[src/rtl/cpu7_ifu_imem_resp.sv]
// cpu7_ifu_imem_resp: responder end of the instruction fetch req/resp interface.
// It accepts fetch requests, reads a 128-bit line from a 1-cycle-latency SRAM
// after WAIT_CYCLES extra cycles, and returns the line starting at the requested word.
// Misaligned requests and requests outside the SRAM window return an ADEF exception.
// The optional macro CPU7_IMEM_UNCACHE_EN marks addresses with bits [31:29]==3'b101 as uncached.
// An uncached response carries only the requested word.

module cpu7_ifu_imem_resp #(
  parameter int unsigned ADDR_WIDTH  = 12,
  parameter logic [31:0] BASE_ADDR   = 32'h1c00_0000,
  parameter int unsigned WAIT_CYCLES = 0
) (
  input  logic                  clock,
  input  logic                  reset,
  input  logic                  inst_req,
  input  logic [31:0]           inst_addr,
  input  logic                  inst_cancel,
  output logic                  inst_addr_ok,
  output logic                  inst_valid,
  output logic [127:0]          inst_rdata,
  output logic [1:0]            inst_count,
  output logic                  inst_ex,
  output logic [5:0]            inst_exccode,
  output logic                  inst_uncache,
  output logic                  ram_en,
  output logic [ADDR_WIDTH-1:0] ram_addr,
  input  logic [127:0]          ram_rdata
);

  localparam int unsigned WIN_BITS  = ADDR_WIDTH + 4;
  localparam logic [31:0] WIN_MASK  = 32'((64'd1 << WIN_BITS) - 64'd1);
  localparam logic [3:0]  WAIT_INIT = 4'(WAIT_CYCLES);
  localparam logic [5:0]  EXC_ADEF  = 6'h08;

  typedef enum logic [1:0] {
    S_IDLE,
    S_WAIT,
    S_RD,
    S_EXC
  } state_t;

  state_t                state;
  logic [3:0]            wait_cnt;
  logic [1:0]            off_q;
  logic [ADDR_WIDTH-1:0] line_q;

  logic                  accept_state;
  logic                  handshake;
  logic                  addr_fault;
  logic [ADDR_WIDTH-1:0] req_line;
  logic [127:0]          shifted;

  // The SRAM window is aligned to its own size, so the line index is simply the address bits above the byte offset.
  assign req_line     = inst_addr[ADDR_WIDTH+3:4];
  assign addr_fault   = (inst_addr[1:0] != 2'b00) || ((inst_addr & ~WIN_MASK) != BASE_ADDR);
  assign accept_state = (state == S_IDLE) || (state == S_RD);
  assign inst_addr_ok = inst_req & ~inst_cancel & ~reset & accept_state;
  assign handshake    = inst_req & inst_addr_ok;

  // Main sequencer: a cancel always returns to IDLE; the RD state can take a new request to give back-to-back fetches.
  always_ff @(posedge clock) begin
    if (reset) begin
      state    <= S_IDLE;
      wait_cnt <= 4'd0;
      off_q    <= 2'd0;
      line_q   <= '0;
    end else if (inst_cancel) begin
      state    <= S_IDLE;
      wait_cnt <= 4'd0;
    end else begin
      case (state)
        S_IDLE, S_RD: begin
          if (handshake) begin
            off_q  <= inst_addr[3:2];
            line_q <= req_line;
            if (addr_fault) begin
              state <= S_EXC;
            end else if (WAIT_CYCLES == 0) begin
              state <= S_RD;
            end else begin
              state    <= S_WAIT;
              wait_cnt <= WAIT_INIT;
            end
          end else begin
            state <= S_IDLE;
          end
        end
        S_WAIT: begin
          wait_cnt <= wait_cnt - 4'd1;
          if (wait_cnt == 4'd1) begin
            state <= S_RD;
          end
        end
        S_EXC: begin
          state <= S_IDLE;
        end
        default: begin
          state <= S_IDLE;
        end
      endcase
    end
  end

`ifdef CPU7_IMEM_UNCACHE_EN
  logic unc_q;

  // Remember whether the accepted request targets the uncached segment.
  always_ff @(posedge clock) begin
    if (reset) begin
      unc_q <= 1'b0;
    end else if (handshake && !inst_cancel) begin
      unc_q <= (inst_addr[31:29] == 3'b101);
    end
  end
`endif

  // Response and SRAM control decode; reset and cancel suppress everything visible this cycle.
  always_comb begin
    inst_valid   = 1'b0;
    inst_rdata   = '0;
    inst_count   = 2'd0;
    inst_ex      = 1'b0;
    inst_exccode = 6'd0;
    inst_uncache = 1'b0;
    ram_en       = 1'b0;
    ram_addr     = reset ? '0 : line_q;
    shifted      = ram_rdata >> {off_q, 5'b0_0000};
    if (!reset && !inst_cancel) begin
      if (handshake && !addr_fault && (WAIT_CYCLES == 0)) begin
        ram_en   = 1'b1;
        ram_addr = req_line;
      end
      if ((state == S_WAIT) && (wait_cnt == 4'd1)) begin
        ram_en = 1'b1;
      end
      case (state)
        S_RD: begin
          inst_valid = 1'b1;
          inst_rdata = shifted;
          inst_count = 2'd3 - off_q;
`ifdef CPU7_IMEM_UNCACHE_EN
          if (unc_q) begin
            inst_rdata   = {96'd0, shifted[31:0]};
            inst_count   = 2'd0;
            inst_uncache = 1'b1;
          end
`endif
        end
        S_EXC: begin
          inst_valid   = 1'b1;
          inst_ex      = 1'b1;
          inst_exccode = EXC_ADEF;
        end
        default: begin
          inst_valid = 1'b0;
        end
      endcase
    end
  end

endmodule

[config.mk]
export PLATFORM = sky130hd
export DESIGN_NAME = cpu7_ifu_imem_resp
export DESIGN_NICKNAME = d
export VERILOG_FILES = /design/src/rtl/cpu7_ifu_imem_resp.sv
export SDC_FILE = /design/constraint.sdc
export NUM_CORES = 1
export LEC_CHECK = 0
export CORE_AREA = 5 5 119 121
export CTS_BUF_LIST = sky130_fd_sc_hd__clkbuf_2
export DETAILED_ROUTE_END_ITERATION = 12
export DIE_AREA = 0 0 124 126
export HOLD_SLACK_MARGIN = 0.1
export MAX_ROUTING_LAYER = met4
export PLACE_DENSITY = 0.78
export SYNTH_ARGS = -nofsm -noshare
export SYNTH_HDL_FRONTEND = slang
export SYNTH_SLANG_ARGS = --single-unit
[constraint.sdc]
create_clock -name clock -period 2.4 [get_ports clock]
set_input_delay 0.24 -clock clock [delete_from_list [all_inputs] [get_ports clock]]
set_output_delay 0.24 -clock clock [all_outputs]
set_load 0.005 [all_outputs]
# After elaboration in Yosys (flattened, before gate mapping)
# Index checks and enable logic that the tools add are counted.
word_totals:
  regBits: 20
  out_inout_bits: 153
op_classes:
  n_addsub: 2
  eq_ne: 6
  n_bitwise: 6
  reduce_logical: 14
  shift: 1
  mux: 20
op_table:
  columns: ["op", "count"]
  rows:
  - ["2-to-1 mux 128 bit", 2]
  - ["right shift 128 x 7 -> 128 bit", 1]
  - ["2-to-1 mux 12 bit", 3]
  - ["inequality test 16 x 13 -> 1 bit (second input constant)", 1]
  - ["2-to-1 mux 1 bit", 8]
  - ["2-to-1 mux 2 bit", 4]
  - ["2-to-1 mux 4 bit", 2]
  - ["case mux 2 bit (3 select lines)", 1]
  - ["OR reduction 2 bit", 3]
  - ["bitwise AND 1 bit", 4]
  - ["equality test 2 bit (second input constant)", 2]
  - ["equality test 4 x 1 -> 1 bit (second input constant)", 1]
  - ["subtractor 4 x 1 -> 4 bit (second input constant)", 1]
  - ["logical AND 1 bit", 3]
  - ["logical NOT 1 bit", 3]
  - ["AND reduction 3 bit", 1]
  - ["equality test 2 x 1 -> 1 bit (second input constant)", 1]
  - ["logical NOT 2 bit", 1]
  - ["logical OR 1 bit", 2]
  - ["inequality test 2 bit (second input constant)", 1]
  - ["inverter 1 bit", 2]
  - ["nonzero test 2 bit", 1]
  - ["subtractor 2 bit (first input constant)", 1]

# Logic depth before layout (Yosys ltp)
# Gate-level depths: netlist of the first run.
depth:
  word_depth: 9
  mapped_depth: 7
  ltp_nobuf: 6

# Least setup slack after synthesis of the first run
# No wires, ideal clock.
synth_path:
  path_kind: "register to output"
  startpoint: "reg state[0]"
  endpoint: "out ram_addr[10]"
  n_path_buf: 1
  slack_ps: 618
  stages_incl_launch_ff: 6
  arrival_ps: 1542
  cell_sequence: "dfxtp_1 > nor3_1 > nand2_1 > nor3_2 > buf_4 > mux2_2"
synth_between:
  elab_chain_len: 7
  word_cells_on_any_way: 8
  classes_between: "eq/ne: 1; mux: 2; bitwise: 2; reduce/logical: 3"
synth_lines:
  columns: ["element", "line_no", "rtl"]
  rows:
  - ["from (decl)", "42", "state_t state;"]
  - ["from (signal assigned)", "63", "state <= S_IDLE;"]
  - ["from (signal assigned)", "68", "state <= S_IDLE;"]
  - ["from (signal assigned)", "77", "state <= S_EXC;"]
  - ["equality test 2 bit or logical NOT 2 bit (tied branches)", "56", "assign accept_state = (state == S_IDLE) || (state == S_RD);"]
  - ["logical OR 1 bit *", "56", null]
  - ["bitwise AND 1 bit *", "57", "assign inst_addr_ok = inst_req & ~inst_cancel & ~reset & accept_state;"]
  - ["bitwise AND 1 bit *", "58", "assign handshake = inst_req & inst_addr_ok;"]
  - ["logical AND 1 bit *", "129", "if (handshake && !addr_fault && (WAIT_CYCLES == 0)) begin"]
  - ["2-to-1 mux 12 bit *", "129", null]
  - ["2-to-1 mux 12 bit *", "128", "if (!reset && !inst_cancel) begin"]
  - ["to (decl)", "26", "output logic [ADDR_WIDTH-1:0] ram_addr,"]
# Mark *: on every way between the ends. The rest lies on a longest branch, timed or not.

# Worst setup path in the final report of the first run
layout_path:
  startpoint: "in inst_cancel"
  endpoint: "out inst_rdata[97]"
layout_between:
  elab_chain_len: 3
layout_lines:
  columns: ["element", "line_no", "rtl"]
  rows:
  - ["from (decl)", "17", "input logic inst_cancel,"]
  - ["logical NOT 1 bit", "128", null]
  - ["logical AND 1 bit", "128", null]
  - ["2-to-1 mux 128 bit", "128", null]
  - ["to (decl)", "20", "output logic [127:0] inst_rdata,"]
# Every way passes these cells.

==> results of run 1 <==
[cell usage after synthesis, drive strengths merged (2+ instances only)]
cell type and count:
a211oi 65, a21oi 35, and2 32, and2b 2
buf 32, clkbuf 22, dfxtp 20, ha 2
inv 5, mux2 24, mux2i 64, nand2 10
nand2b 2, nand3 2, nor2 105, nor2b 44
nor3 3, nor4 3, or2 2
[cell type report]
class	instances	area share [%]
clock buffers	3	0.223
inverters	5	0.278
multi-input cells	410	41.8
flip-flops and latches	20	6.07
well taps	176	3.27
repair buffers	352	48.4
[worst register-to-register path, delay by kind of cell, from the launching register on]
family | cells | cell delay [ns]
flip-flops | 1 | 0.45
multiplexers | 1 | 0.36
buffers and inverters | 1 | 0.26
AND/OR/NAND/NOR | 2 | 0.20
[stage by stage]
stage / power, mW / util, % / instance area [um^2] / std cells
final: 1.18 / 51.9 / 6740 / 966
after global routing: 1.25 / 51.9 / 6740 / 966
after CTS: 1.18 / 52.1 / 6770 / 958
after detailed placement: 1.04 / 51.7 / 6710 / 944
after global placement: 1.03 / 51.7 / 6710 / 944
after floorplan: 0.627 / - / 3420 / 489
[registers in the layout (all words and copies together), names as in the netlist]
name      cells
line_q       12
wait_cnt      4
off_q         2
state         2
[cell families (layout without fill, tap and decap cells)]
kind of cell,after synthesis,in the layout,share of synthesized area [%]
other,1,6,0.110
muxes,88,88,26.8
and+or+nand+nor,211,211,31.2
DFF,20,20,11.8
xor gates and xnor gates,2,2,0.515
AOI/OAI and AO/OA,101,101,19.6
adders and majority gates,2,2,0.736
buffers and inverters,59,360,9.27
[path summary, 6_finish.rpt]
kind,start,endpoint,cells past startpoint
max reg2reg,state[0],line_q[1],4
min reg2reg,wait_cnt[0],wait_cnt[0],2
min,reset,off_q[1],3
max,inst_cancel,inst_rdata[97],8
[routing by layer]
layer,wire length [um],vias up
li1,-,2307
met1,6590,2074
met2,8470,212
met3,1440,12
met4,174,0
met5,0,-
[power breakdown]
group	internal [mW]	switching, mW	total [mW]
Combinational	0.416	0.276	0.692
Sequential	0.345	0.00482	0.350
Clock	0.0341	0.105	0.139
Total	0.795	0.386	1.18
[what timing repair did]
item / CTS / global route
setup buffers: 8 / 7
pin swaps: 4 / 4
gates cloned: 3 / 1
setup endpoints to repair: 143 / 82
gates resized for setup: 202 / 152
==> qor.yml, run 1 <==
clock_network:
  cts_buffers: 3
  cts_tree: "done"
  clkSinkCount: 20
  cts_hold_buf: 0
  h-tree-depth: 1
  clockRootBuffer: "clkbuf_2"
  clk_latency_ns: 0.31
  clockBufferDepth: 2
  clk_pin_slew_ns: 0.19
sta:
  layout_setup_ws_ns: -0.122
  rsz0062_at_grt: "yes"
  skew_ns: 0.00759
  finalSetupViolations: 26
  drv_slew: 0
  timing.slew.headroom_pct: 54.5
  fmax_mhz: 396
  min_period_over_period_pct: 105
  min_period_ns: 2.52
  hold_viol_final: 0
  tightest_slew_ns: 0.683
  timing.hold.ws_ns: 0.273
  fin_tns_setup_ns: -0.602
routing:
  drtIter0Drc: 147
  drtPass1Iterations: 5
  routedWlPerCell_um: 17.3
  drcViolationCount: 0
  routed_via_density: 4.77
  antenna_left: 0
  vias: 4605
  wirelength_um: 16700
logic_synthesis:
  synth_ff_type: "dfxtp_1"
  yosysSeqAreaShare_pct: 11.8
  syn_area_mm2: 0.00340
  avgSynthCellArea_um2: 7.03
  synth_area_leaders: "mux2i_1, a211oi_1, dfxtp_1"
  yosysTopAreaCell: "mux2i_1"
  synth-seq-cells: 20
  synthArstFlopShare_pct: 0
  ys_warn_count: 0
  yosysUniqueCellTypes: 35
  synth-edff-count: 0
  synth_top_area_share_pct: 18.8
  syn_inst: 484
outcome:
  violations: "negative setup slack"
  status: "complete, but fails checks"
global_routing:
  globalRouteMet1Util_pct: 22.8
  grt_max_degree: 82
  grt_usage_pct: 19.2
  grt_first_pass_wirelength_um: 23500
  grtUsageMet2_pct: 34.1
  grt_pass1_vias: 4481
  overflow: 0
  use_met3_pct: 3.41
  antenna_found_initial: 0
  grt.busiest_layer: "met2"
final_layout:
  final_cell_mix: "clkdlybuf4s50_1, nor2_1, mux2i_1"
  num-nets-final: 958
  syn_to_final_growth_pct: 98.3
  layout-drive-gt1-share_pct: 21.3
  insertedDiodeCount: 0
  register_area_um2: 409
  fillers: 1293
  multiInputGateArea_mm2: 0.00282
  final_common_cell: "clkdlybuf4s50_1"
power:
  leakage_nw: 3.26
  ir_drop_v: 0.000248
  power_density_mw_per_mm2: 175
floorplanning:
  ioPinCount: 317
  dieArea_mm2: 0.0156
  row_count: 42
  start_util_pct: 26.2
  die_width_um: 124
  core-area_mm2: 0.0130
  die_height_um: 126
setup_path:
  max_stage_delay_ns: 0.43
  cp_data_arrival_time_ns: 2.28
  cp_top_family: "simple AND/OR/NAND/NOR gates"
  critical_path.slowest_cell: "or3_4"
  critPathRequiredTime_ns: 2.16
  r2r_slack_ns: 1.04
  worstSetupStartpointType: "input pin"
  cp_max_fo: 20
  path_buf_inv: 4
  critical_path_class: "in2out"
  crit_chain: "clkdlybuf4s50_1 -> or3b_4 -> or3_4 -> buf_6 -> nor2_8 -> buf_12 -> and2_4 -> clkdlybuf4s15_2"
  endpoint_kind: "primary output"
place:
  dp_hpwl_um: 12400
  dpl_worst_slack_ns: -0.439
  place_congestion: 0.854
  port_buffers: 310
hold_path:
  hold_class: "in2reg"
flow_run:
  drv_cap: 0
(Power assumes the default switching activity.)
==> run 2, diff against run 1 <==
--- a/config.mk
+++ b/config.mk
@@ -9,7 +9,7 @@
 export CTS_BUF_LIST = sky130_fd_sc_hd__clkbuf_2
 export DETAILED_ROUTE_END_ITERATION = 12
 export DIE_AREA = 0 0 124 126
-export HOLD_SLACK_MARGIN = 0.1
+export HOLD_SLACK_MARGIN = 0.02
 export MAX_ROUTING_LAYER = met4
 export PLACE_DENSITY = 0.78
 export SYNTH_ARGS = -nofsm -noshare
==> results of run 2 <==
The final DEF is identical to that of run 1; final timing and power are the same.
